### config.mk
export PLATFORM = sky130hd
export DESIGN_NAME = pipe_hazard_ctrl
export DESIGN_NICKNAME = d
export VERILOG_FILES = /design/src/rtl/pipe_pkg.sv /design/src/rtl/fwd_select.sv /design/src/rtl/pipe_hazard_ctrl.sv
export SDC_FILE = /design/constraint.sdc
export NUM_CORES = 1
export LEC_CHECK = 0
export ABC_AREA = 1
export ABC_CLOCK_PERIOD_IN_PS = 1600
export BUFFER_PORTS_ARGS = -buffer_cell sky130_fd_sc_hd__buf_2
export CORE_MARGIN = 8
export CORE_UTILIZATION = 50
export CTS_CLUSTER_DIAMETER = 40
export DETAILED_ROUTE_END_ITERATION = 8
export PLACE_DENSITY_LB_ADDON = 0.1
export SLEW_MARGIN = 30
export SYNTH_ARGS = -nofsm -noshare
export SYNTH_HDL_FRONTEND = slang
export SYNTH_SLANG_ARGS = --single-unit
### constraint.sdc
create_clock -name clk -period 1.6 [get_ports clk]
set_input_delay 0.08 -clock clk [delete_from_list [all_inputs] [get_ports clk]]
set_output_delay 0.08 -clock clk [all_outputs]
set_load 0.02 [all_outputs]
### src/rtl/pipe_pkg.sv
// Shared types for the pipeline hazard controller: forwarding-mux selects and
// the load-use stall FSM states.
package pipe_pkg;

   typedef enum logic [1:0] {
      FWD_RF  = 2'b00,
      FWD_WB  = 2'b01,
      FWD_MEM = 2'b10
   } fwd_sel_e;

   typedef enum logic {
      RUN   = 1'b0,
      STALL = 1'b1
   } hz_state_e;

   // Width of the remaining-bubble counter; enough for LOAD_LAT up to 7.
   localparam int REM_W = 3;

endpackage

### src/rtl/fwd_select.sv
// Per-operand EX-stage forwarding select: the youngest producer (MEM) wins over
// WB, and the hard-wired zero register is never forwarded.
module fwd_select
   import pipe_pkg::*;
#(
   parameter int REG_AW   = 5,
   parameter int ZERO_REG = 31
) (
   input  logic [REG_AW-1:0] ex_reg_i,
   input  logic [REG_AW-1:0] mem_rd_i,
   input  logic              mem_regwrite_i,
   input  logic [REG_AW-1:0] wb_rd_i,
   input  logic              wb_regwrite_i,
   output fwd_sel_e          sel_o
);

   localparam logic [REG_AW-1:0] ZERO = REG_AW'(ZERO_REG);

   always_comb begin
      sel_o = FWD_RF;
      if (mem_regwrite_i && (mem_rd_i == ex_reg_i) && (mem_rd_i != ZERO)) begin
         sel_o = FWD_MEM;
      end else if (wb_regwrite_i && (wb_rd_i == ex_reg_i) && (wb_rd_i != ZERO)) begin
         sel_o = FWD_WB;
      end
   end

endmodule

### src/rtl/pipe_hazard_ctrl.sv
// Central hazard controller: EX forwarding, load-use stall FSM, taken-branch
// flush/redirect and saturating stall/flush event counters.
module pipe_hazard_ctrl
   import pipe_pkg::*;
#(
   parameter int REG_AW   = 5,
   parameter int ZERO_REG = 31,
   parameter int LOAD_LAT = 1,
   parameter int CNT_W    = 32
) (
   input  logic              clk,
   input  logic              rst,
   input  logic [REG_AW-1:0] id_rn,
   input  logic [REG_AW-1:0] id_rm,
   input  logic              id_use_rn,
   input  logic              id_use_rm,
   input  logic [REG_AW-1:0] ex_rn,
   input  logic [REG_AW-1:0] ex_rm,
   input  logic [REG_AW-1:0] ex_rd,
   input  logic              ex_memread,
   input  logic [REG_AW-1:0] mem_rd,
   input  logic              mem_regwrite,
   input  logic [REG_AW-1:0] wb_rd,
   input  logic              wb_regwrite,
   input  logic              br_taken,
   input  logic              cnt_clr,
   output logic [1:0]        fwd_a,
   output logic [1:0]        fwd_b,
   output logic              pc_en,
   output logic              pc_sel,
   output logic              ifid_en,
   output logic              ifid_flush,
   output logic              idex_flush,
   output logic              exmem_flush,
   output logic [CNT_W-1:0]  stall_cnt,
   output logic [CNT_W-1:0]  flush_cnt
);

   localparam logic [REG_AW-1:0] ZERO    = REG_AW'(ZERO_REG);
   localparam logic [REM_W-1:0]  LAT_M1  = REM_W'(LOAD_LAT - 1);
   localparam logic [CNT_W-1:0]  CNT_MAX = '1;

   logic [REG_AW-1:0] ex_src [2];
   fwd_sel_e          fwd_sel [2];

   hz_state_e         state_q, state_d;
   logic [REM_W-1:0]  rem_q, rem_d;
   logic [CNT_W-1:0]  stall_cnt_q, stall_cnt_d;
   logic [CNT_W-1:0]  flush_cnt_q, flush_cnt_d;
   logic              hz;
   logic              stall;

   assign ex_src[0] = ex_rn;
   assign ex_src[1] = ex_rm;

   for (genvar gi = 0; gi < 2; gi++) begin : g_fwd
      fwd_select #(
         .REG_AW   (REG_AW),
         .ZERO_REG (ZERO_REG)
      ) u_fwd (
         .ex_reg_i       (ex_src[gi]),
         .mem_rd_i       (mem_rd),
         .mem_regwrite_i (mem_regwrite),
         .wb_rd_i        (wb_rd),
         .wb_regwrite_i  (wb_regwrite),
         .sel_o          (fwd_sel[gi])
      );
   end

   assign fwd_a = fwd_sel[0];
   assign fwd_b = fwd_sel[1];

   // A load into the zero register produces nothing worth waiting for.
   assign hz = ex_memread && (ex_rd != ZERO) &&
               ((id_use_rn && (id_rn == ex_rd)) || (id_use_rm && (id_rm == ex_rd)));

   always_comb begin
      state_d     = state_q;
      rem_d       = rem_q;
      stall       = 1'b0;
      pc_en       = 1'b1;
      pc_sel      = 1'b0;
      ifid_en     = 1'b1;
      ifid_flush  = 1'b0;
      idex_flush  = 1'b0;
      exmem_flush = 1'b0;

      // The stalled consumer is younger than the branch, so a redirect squashes it.
      if (br_taken) begin
         state_d     = RUN;
         rem_d       = '0;
         pc_sel      = 1'b1;
         ifid_flush  = 1'b1;
         idex_flush  = 1'b1;
         exmem_flush = 1'b1;
      end else begin
         unique case (state_q)
            RUN: begin
               if (hz) begin
                  stall = 1'b1;
                  if (LOAD_LAT > 1) begin
                     state_d = STALL;
                     rem_d   = LAT_M1;
                  end
               end
            end
            STALL: begin
               stall = 1'b1;
               rem_d = rem_q - REM_W'(1);
               if (rem_q == REM_W'(1)) begin
                  state_d = RUN;
               end
            end
            default: begin
               state_d = RUN;
               rem_d   = '0;
            end
         endcase
      end

      if (stall) begin
         pc_en      = 1'b0;
         ifid_en    = 1'b0;
         idex_flush = 1'b1;
      end
   end

   always_comb begin
      stall_cnt_d = stall_cnt_q;
      flush_cnt_d = flush_cnt_q;
      if (cnt_clr) begin
         stall_cnt_d = '0;
         flush_cnt_d = '0;
      end else begin
         if (stall && (stall_cnt_q != CNT_MAX)) begin
            stall_cnt_d = stall_cnt_q + CNT_W'(1);
         end
         if (br_taken && (flush_cnt_q != CNT_MAX)) begin
            flush_cnt_d = flush_cnt_q + CNT_W'(1);
         end
      end
   end

   always_ff @(posedge clk or negedge rst) begin
      if (!rst) begin
         state_q     <= RUN;
         rem_q       <= '0;
         stall_cnt_q <= '0;
         flush_cnt_q <= '0;
      end else begin
         state_q     <= state_d;
         rem_q       <= rem_d;
         stall_cnt_q <= stall_cnt_d;
         flush_cnt_q <= flush_cnt_d;
      end
   end

   assign stall_cnt = stall_cnt_q;
   assign flush_cnt = flush_cnt_q;

endmodule

==> results.py, run 1 <==
metrics = {
    "run_status": {
        "status": "complete, but fails checks",
        "violations": "negative setup slack",
    },
    "floorplan": {
        "rows": 37,
        "die_area_um2": 14100,
        "die_h_um": 119,
        "initial_core_util": 0.512,
        "pin_count": 118,
        "die-width_um": 119,
        "core_area_um2": 10300,
    },
    "setup_path": {
        "crit_chain": "buf_4 -> nand2_1 -> nor2_1 -> nand2_1 -> nor2_1 -> nand2_1 -> xor2_1 -> nand4_1 -> nand2_1",
        "cpMostUsedCell": "nand2_1",
        "worst-setup-path-type": "flip-flop to flip-flop",
        "cp_slowest_cell": "dfrtp_1",
        "start_kind": "flip-flop",
        "worstPathMaxFanout": 3,
        "path_delay_family": "simple AND/OR/NAND/NOR gates",
        "arrival_ps": 1880,
        "cp.required_ps": 1850,
        "max_stage_delay_ps": 380,
        "path_buf_inv": 1,
        "cp-end-kind": "flip-flop",
    },
    "timing": {
        "clock_skew_ps": 9.95,
        "finalHoldViolCount": 0,
        "fmax_mhz": 612,
        "worst_pin_slew_ps": 489,
        "finalCritPeriodShare": 1.02,
        "slew_headroom": 0.671,
        "finalSetupViolCount": 14,
        "fin_hold_ws_ps": 131,
        "drv_slew": 0,
        "setup_ws_ps": -33.3,
        "finalCriticalPeriod_ps": 1630,
        "grt_setup_unrepaired": "true",
    },
    "cts": {
        "worst_setup_hold_path_clk_slew_ps": 80,
        "htree_levels": 3,
        "clockBufferDepth": 2,
        "clkSinkCount": 68,
        "cts_made_buffers": 9,
        "cts_tree": "done",
        "cts_root_buffer": "clkbuf_8",
        "clkLatencyLatePin_ps": 360,
    },
    "drt": {
        "drc": 0,
        "firstDrtPassIters": 5,
        "drt_wl_total_mm": 19.0,
        "drtIter0Drc": 756,
        "vias": 6436,
        "post_drt_wl_per_cell_um": 15.9,
        "vias_per_cell": 5.39,
        "ant_nets": 0,
    },
    "placed_design": {
        "dp_cells": 1156,
        "gp_congestion": 0.933,
        "dp_hpwl_mm": 13.4,
        "numPortBuffers": 117,
        "preCtsSetupSlack_ps": -246,
    },
    "power_and_ir_drop": {
        "p_leak_nw": 4.26,
        "peakVddDrop_mv": 0.367,
        "power.density_nw_per_um2": 513,
    },
    "finish": {
        "antenna_cells": 0,
        "drive_gt1_frac": 0.384,
        "syn2layout_area_growth_pct": 49.3,
        "layout.cells.non_filler": 1194,
        "final_common_cell": "nand2_1",
        "final_nets": 1101,
        "final_util": 0.764,
        "mostFrequentLayoutCells": "267 x nand2_1, 117 x buf_2, 116 x buf_4, 84 x nor2_1, 80 x inv_1",
    },
    "logic_synthesis": {
        "synth-edff-count": 0,
        "async_flop_share": 1.00,
        "ys_seq_elements": 68,
        "ys_warn_count": 0,
        "syn_area_per_cell_um2": 6.43,
        "synth.distinct_cells": 35,
        "syn_area_um2": 5260,
        "synth_nets": 866,
        "synth_ff_type": "dfrtp_1",
        "synth-seq-area-share": 0.324,
        "syn_inst": 818,
    },
    "grt": {
        "grt_max_degree": 69,
        "antenna_found_initial": 0,
        "grt_pass1_wl_mm": 29.7,
        "grt_pass1_vias": 6153,
        "gr-total-overflow": 0,
        "track_usage": 0.250,
    },
    "hold_path": {
        "hp-class": "input port to flip-flop",
    },
    "job": {
        "drv_cap": 0,
    },
}
==> through the flow <==
stage | total power, mW | instance area (um^2) | setup TNS [ps]
final | 4.03 | 7850 | -162
after global routing | 4.15 | 7850 | -5190
after CTS | 4.02 | 7400 | -39.4
after detailed placement | 2.16 | 6950 | -4660
after global placement | 2.15 | 6950 | -3350
after floorplan | 1.96 | 5470 | -3520
==> cell usage after synthesis, types with 2 or more instances <==
library cell	n	area share
nor2_1	114	0.081
nor3_2	3	0.0057
nor2_4	3	0.0064
xor2_1	31	0.052
nor4_1	2	0.0024
a21o_1	5	0.0071
o22ai_1	2	0.0024
xnor2_1	17	0.028
nand3_1	72	0.069
nand4_1	56	0.067
nand2_2	3	0.0036
inv_2	4	0.0029
nor2_2	6	0.0071
o21ai_0	10	0.0095
nand2_4	2	0.0043
a211oi_1	2	0.0029
buf_6	2	0.0043
ha_1	4	0.0095
buf_2	2	0.0019
inv_1	83	0.059
clkbuf_1	10	0.0071
nand2_1	286	0.20
a21oi_1	2	0.0019
buf_1	6	0.0043
nor3_1	8	0.0076
buf_4	7	0.010
dfrtp_1	68	0.32
==> worst min-delay path, cell delays in order <==
cell and delay (ps):
buf_2 90, inv_1 120, o21ai_0 110, a21oi_1 40
==> logic make-up after synthesis <==
group,count (synthesis),share of synthesized area
adder cells (fa/ha/maj),4,0.00952
buffers and inverters,115,0.0914
AND/OR/NAND/NOR,559,0.467
XOR/XNOR,48,0.0800
AO/OA/AOI/OAI,24,0.0286
flip-flops,68,0.324
==> sequential cells by signal (all words and copies together), names as in the netlist <==
| signal | flops |
|---|---|
| state_q | 1 |
| flush_cnt | 32 |
| stall_cnt | 32 |
| rem_q | 3 |
==> path summary, 6_finish.rpt <==
path	startpoint	end	slack, ps	cells past startpoint
worst max-delay path	stall_cnt[6]	stall_cnt[17]	-30	9
worst min-delay path	br_taken	rem_q[2]	130	4
worst max register to register	stall_cnt[6]	stall_cnt[17]	-30	9
worst min register to register	rem_q[1]	rem_q[1]	500	2
max in group asynchronous	rst	flush_cnt[0]	980	3
min in group asynchronous	rst	stall_cnt[2]	290	3
==> layer usage <==
layer  track usage  wire length (um)  vias to the layer above
li1              -                 -                     3084
met4        0.0759               497                        0
met2         0.430              9430                      273
met3        0.0562              1410                       49
met1         0.305              7700                     3030
met5             0                 0                        -
==> timing repair <==
| item | CTS | global route |
|---|---|---|
| setup endpoints to repair | 66 | 66 |
| buffers inserted | 6 | 14 |
| hold buffers | 1 | 0 |
| resized for setup | 34 | 83 |
| hold endpoints to repair | 68 | 0 |
| cloned | 0 | 2 |
| pin swaps | 14 | 40 |
==> where the power goes <==
| part | total [mW] | switching (mW) | internal, mW |
|---|---|---|---|
| Clock | 1.87 | 0.739 | 1.13 |
| Combinational | 0.437 | 0.276 | 0.161 |
| Sequential | 1.73 | 0.00547 | 1.72 |
| Total | 4.03 | 1.02 | 3.01 |
==> final cells by class <==
| cell class | instances | area [um^2] |
|---|---|---|
| Fill cell | 780 | 2430 |
| Clock buffer | 11 | 151 |
| Inverter | 88 | 345 |
| Tap cell | 136 | 170 |
| Sequential cell | 68 | 1720 |
| Timing Repair Buffer | 251 | 1760 |
| Clock inverter | 5 | 106 |
| Multi-Input combinational cell | 635 | 3590 |
Power figures use the tool's default switching activity.
==> run 2, diff against run 1 <==
CORE_ASPECT_RATIO = 0.7   (was default)
==> run 2 against run 1 <==
  * The run still ends with negative setup slack left
  * Cell count increased by 0.42%
  * Cell area increased by 2.4%
  * Worst setup slack lost 73 ps
  * Sequential share of layout area decreased by 0.50 points
  * Global-route usage grew 1.8 points
==> results.py, run 2 (same netlist as run 1, synthesis figures left out) <==
metrics = {
    "drt": {
        "drt_wl_total_mm": 20.1,
        "drtIter0Drc": 750,
        "firstDrtPassIters": 6,
        "post_drt_wl_per_cell_um": 16.8,
        "vias": 6551,
        "drc": 0,
        "ant_nets": 0,
        "vias_per_cell": 5.46,
    },
    "cts": {
        "cts_tree": "done",
        "htree_levels": 3,
        "clockBufferDepth": 2,
        "clkSinkCount": 68,
        "cts_root_buffer": "clkbuf_16",
        "clkLatencyLatePin_ps": 340,
        "worst_setup_hold_path_clk_slew_ps": 60,
        "cts_made_buffers": 9,
    },
    "timing": {
        "worst_pin_slew_ps": 537,
        "setup_ws_ps": -107,
        "finalCritPeriodShare": 1.07,
        "fmax_mhz": 586,
        "drv_slew": 0,
        "fin_hold_ws_ps": 151,
        "finalCriticalPeriod_ps": 1710,
        "grt_setup_unrepaired": "true",
        "clock_skew_ps": 7.66,
        "slew_headroom": 0.638,
        "finalHoldViolCount": 0,
        "finalSetupViolCount": 62,
    },
    "setup_path": {
        "cp.required_ps": 1880,
        "start_kind": "flip-flop",
        "max_stage_delay_ps": 430,
        "worstPathMaxFanout": 5,
        "cp-end-kind": "flip-flop",
        "path_buf_inv": 2,
        "path_delay_family": "simple AND/OR/NAND/NOR gates",
        "arrival_ps": 1990,
        "worst-setup-path-type": "flip-flop to flip-flop",
        "cp_slowest_cell": "dfrtp_1",
        "cpMostUsedCell": "nand2_1",
        "crit_chain": "nand2_1 -> nor2_2 -> inv_1 -> nor2_4 -> nand4_4 -> nand2_8 -> clkbuf_16 -> nand3_1 -> nand2_1",
    },
    "grt": {
        "grt_pass1_vias": 6201,
        "grt_max_degree": 69,
        "grt_pass1_wl_mm": 30.8,
        "track_usage": 0.268,
        "gr-total-overflow": 0,
        "antenna_found_initial": 0,
    },
    "power_and_ir_drop": {
        "p_leak_nw": 4.31,
        "peakVddDrop_mv": 0.505,
        "power.density_nw_per_um2": 513,
    },
    "floorplan": {
        "pin_count": 118,
        "initial_core_util": 0.512,
        "rows": 31,
        "die_area_um2": 14100,
        "die_h_um": 102,
        "core_area_um2": 10300,
        "die-width_um": 139,
    },
    "finish": {
        "fillers": 782,
        "antenna_cells": 0,
        "final_util": 0.782,
        "final_common_cell": "nand2_1",
        "final_nets": 1110,
        "mostFrequentLayoutCells": "255 x nand2_1, 122 x buf_4, 117 x buf_2, 85 x nor2_1, 81 x inv_1",
        "design_area_um2": 8040,
        "syn2layout_area_growth_pct": 52.9,
        "drive_gt1_frac": 0.401,
    },
    "hold_path": {
        "hp-class": "input port to flip-flop",
    },
    "placed_design": {
        "gp_congestion": 1.02,
        "dpl-instance-area_um2": 7050,
        "dp_hpwl_mm": 14.4,
        "numPortBuffers": 117,
    },
    "job": {
        "drv_cap": 0,
    },
    "run_status": {
        "status": "complete, but fails checks",
        "violations": "negative setup slack",
    },
}
run 2: cell types whose count changed in the layout (fill, tap and decap cells not counted), moves of 2 or more:
cell       previous run  this run
nand2_2              16        26
nand2_1             267       255
clkbuf_16             2        13
clkbuf_8             11         2
clkinv_2              0         2
bufinv_16             3         0
o21ai_1               2         0
nor2_4               16        14
buf_4               116       122
run 2: timing repair:
action | CTS | global route
pin swaps | 13 | 47
gates resized for setup | 30 | 102
hold buffers | 1 | 0
setup buffers | 5 | 9
cloned | 0 | 4
hold endpoints to repair | 68 | 0
endpoints found under the setup margin | 65 | 64
run 2: power breakdown:
group	switching [mW]	internal, mW	total (mW)
registers	0.00533	1.73	1.73
logic	0.290	0.174	0.464
clock network	0.798	1.13	1.93
run 2: worst paths after layout:
path | startpoint | to | slack, ps | cells past startpoint
worst min register to register | rem_q[1] | rem_q[1] | 500 | 2
worst min-delay path | br_taken | rem_q[2] | 150 | 4
max in group asynchronous | rst | flush_cnt[17] | 980 | 3
worst max-delay path | stall_cnt[10] | stall_cnt[27] | -110 | 9
worst max register to register | stall_cnt[10] | stall_cnt[27] | -110 | 9
min in group asynchronous | rst | flush_cnt[10] | 290 | 3
run 2: worst reg2reg max path, cell delays in order (launching register included):
cell and delay [ps]:
dfrtp_1 430, nand2_1 130, nor2_2 170, inv_1 100
nor2_4 150, nand4_4 190, nand2_8 170, clkbuf_16 170
nand3_1 60, nand2_1 80
run 2: metal layers:
metal	part of all wire	up-vias	global-route usage	wire length, um
met3	0.11	31	0.0787	2180
met4	0.013	0	0.0599	263
met5	0	-	0	0
met1	0.44	3097	0.373	8850
li1	-	3092	-	-
met2	0.44	331	0.402	8810
run 2: area by class of cell:
class | count | area (um^2) | area share
clock buffers | 12 | 256 | 0.0319
clock inverters | 4 | 25.0 | 0.00311
inverters | 88 | 345 | 0.0430
multi-input cells | 635 | 3650 | 0.454
flip-flops and latches | 68 | 1730 | 0.215
well taps | 132 | 165 | 0.0206
repair buffers | 260 | 1870 | 0.233
run 2: through the flow:
step	instances	setup TNS [ps]	power, mW	worst slack, ps
final	1199	-3810	4.12	-107
after global routing	1199	-9590	4.25	-200
after CTS	1186	-49.4	4.09	-13.2
after detailed placement	1164	-5540	2.16	-247
after global placement	1164	-4420	2.15	-209
after floorplan	818	-3520	1.96	-103
==> run 3, diff against run 2 <==
CORE_MARGIN = 2   (was 8)
==> run 3 against run 2 <==
  * The flow still finishes with violations (negative setup slack)
  * Via count shrank 0.29%
  * Cell area fell by 1.6%
  * Maximum frequency up 0.21%
  * Global-route usage up 6.3 points
  * Register-to-register slack is essentially flat
  * Power is 1.9% lower
  * Die area fell by 19%
  * Sequential power about the same
  * Worst hold slack lost 5.7 ps
  * Clock power down 4%
  * Routed wire length fell by 3.0%
  * Clock-buffer cell count up 1
  * Highest routed layer unchanged
==> results.py, run 3 (same netlist as run 1, synthesis figures left out) <==
metrics = {
    "drt": {
        "firstDrtPassIters": 5,
        "vias": 6532,
        "ant_nets": 0,
        "drt_wl_total_mm": 19.5,
        "vias_per_cell": 5.47,
        "drc": 0,
        "drtIter0Drc": 509,
        "post_drt_wl_per_cell_um": 16.3,
    },
    "run_status": {
        "violations": "negative setup slack",
        "status": "complete, but fails checks",
    },
    "floorplan": {
        "rows": 31,
        "pin_count": 118,
        "initial_core_util": 0.512,
        "die_area_um2": 11400,
        "die-width_um": 127,
        "core_area_um2": 10300,
        "die_h_um": 89.8,
    },
    "job": {
        "drv_cap": 0,
    },
    "grt": {
        "grt_pass1_vias": 6027,
        "grt_use_met3": 0.0911,
        "use_met2": 0.482,
        "grt_max_degree": 69,
        "antenna_found_initial": 0,
        "grt_pass1_wl_mm": 30.1,
        "grt_use_met1": 0.492,
        "busiest_layer": "met1",
        "gr-total-overflow": 0,
        "track_usage": 0.332,
    },
    "setup_path": {
        "crit_chain": "nand2_2 -> buf_4 -> nor2_1 -> nand2_1 -> nor2_1 -> nand2_1 -> xor2_1 -> nor2_1 -> nand2_4 -> nand2_2",
        "worst-setup-path-type": "flip-flop to flip-flop",
        "cp-end-kind": "flip-flop",
        "cp.required_ps": 1880,
        "reg2reg_slack_ps": -100,
        "worstPathMaxFanout": 3,
        "max_stage_delay_ps": 360,
        "cpMostUsedCell": "nor2_1",
        "cp_slowest_cell": "dfrtp_1",
        "start_kind": "flip-flop",
        "arrival_ps": 1980,
    },
    "finish": {
        "design_area_um2": 7910,
        "mostFrequentLayoutCells": "254 x nand2_1, 121 x buf_4, 117 x buf_2, 88 x nor2_1, 82 x inv_1",
        "final_common_cell": "nand2_1",
        "antenna_cells": 0,
        "drive_gt1_frac": 0.387,
        "final_nets": 1106,
        "syn2layout_area_growth_pct": 50.4,
    },
    "timing": {
        "fin_hold_ws_ps": 145,
        "finalCritPeriodShare": 1.06,
        "grt_setup_unrepaired": "true",
        "slew_headroom": 0.644,
        "finalCriticalPeriod_ps": 1700,
        "setup_ws_ps": -103,
        "worst_pin_slew_ps": 533,
        "finalSetupViolCount": 62,
        "fmax_mhz": 587,
        "drv_slew": 0,
        "finalHoldViolCount": 0,
        "clock_skew_ps": 7.04,
    },
    "placed_design": {
        "gp_congestion": 1.05,
        "dpl-instance-area_um2": 7050,
        "numPortBuffers": 117,
        "dp_hpwl_mm": 14.1,
    },
    "cts": {
        "clkLatencyLatePin_ps": 340,
        "clkSinkCount": 68,
        "cts_made_buffers": 9,
        "clockBufferDepth": 2,
        "worst_setup_hold_path_clk_slew_ps": 60,
        "cts_root_buffer": "clkbuf_16",
        "cts_tree": "done",
        "htree_levels": 3,
    },
    "hold_path": {
        "hp-class": "input port to flip-flop",
    },
    "power_and_ir_drop": {
        "power.density_nw_per_um2": 511,
        "p_leak_nw": 4.25,
        "peakVddDrop_mv": 0.456,
    },
}
run 3: cell count changes in the layout (fill, tap and decap cells not counted), moves of 2 or more:
cell and change:
clkinvlp_4 -2, nand2_4 +2, buf_6 -2, nor2_1 +3, o21ai_1 +2, dfrtp_1 +2
nor3_2 -5, nand3_1 -2, nor2_4 -3, nand3_2 +2, dfrtp_2 -2, clkbuf_1 +2
nor3_1 +5
run 3: where the power goes:
| part | internal [mW] | total, mW | switching [mW] |
|---|---|---|---|
| clock | 1.09 | 1.86 | 0.772 |
| combinational | 0.169 | 0.455 | 0.286 |
| sequential | 1.73 | 1.73 | 0.00574 |
| total | 2.98 | 4.04 | 1.06 |
run 3: per-layer routing:
| layer | up-vias | share of wire |
|---|---|---|
| met2 | 348 | 0.43 |
| met4 | 0 | 0.015 |
| li1 | 3106 | - |
| met1 | 3046 | 0.46 |
| met5 | - | 0 |
| met3 | 32 | 0.10 |
run 3: repair_timing:
item | 4_1_cts | 5_1_grt
pin swaps | 12 | 48
endpoints found under the setup margin | 65 | 66
buffers inserted | 7 | 4
endpoints found under the hold margin | 68 | 0
cloned | 0 | 3
gates resized for setup | 33 | 83
hold buffers | 1 | 0
run 3: final timing paths:
| check | start | endpoint | cells past startpoint |
|---|---|---|---|
| setup / recovery | flush_cnt[9] | flush_cnt[22] | 10 |
| hold / removal | br_taken | rem_q[2] | 4 |
| setup reg to reg | flush_cnt[9] | flush_cnt[22] | 10 |
| hold reg to reg | rem_q[1] | rem_q[1] | 2 |
| max in group asynchronous | rst | flush_cnt[20] | 3 |
| min in group asynchronous | rst | stall_cnt[10] | 3 |
run 3: per-stage QoR:
stage                     setup WS [ps]  utilization  setup TNS (ps)  instances  power, mW
after floorplan                    -103            -           -3520        818       1.96
after global placement             -193        0.686           -5950       1164       2.15
after detailed placement           -309        0.686           -8120       1164       2.17
after CTS                         -46.8        0.729            -583       1188       4.04
after global routing               -191        0.769           -8570       1195       4.18
final                              -103        0.769           -3070       1195       4.04
run 3: critical path, delay by kind of cell, from the launching register on:
kind	cells	cell delay (ps)
and+or+nand+nor	8	970
xor gates and xnor gates	1	140
buffers and inverters	1	150
DFF	1	360
run 3: final cells by class:
| cell class | count | area (um^2) |
|---|---|---|
| sequential | 68 | 1720 |
| timing repair buffer | 256 | 1820 |
| inverter | 88 | 345 |
| clock inverter | 3 | 15.0 |
| fill | 781 | 2370 |
| multi-input combinational | 635 | 3590 |
| clock buffer | 13 | 250 |
| tap | 132 | 165 |
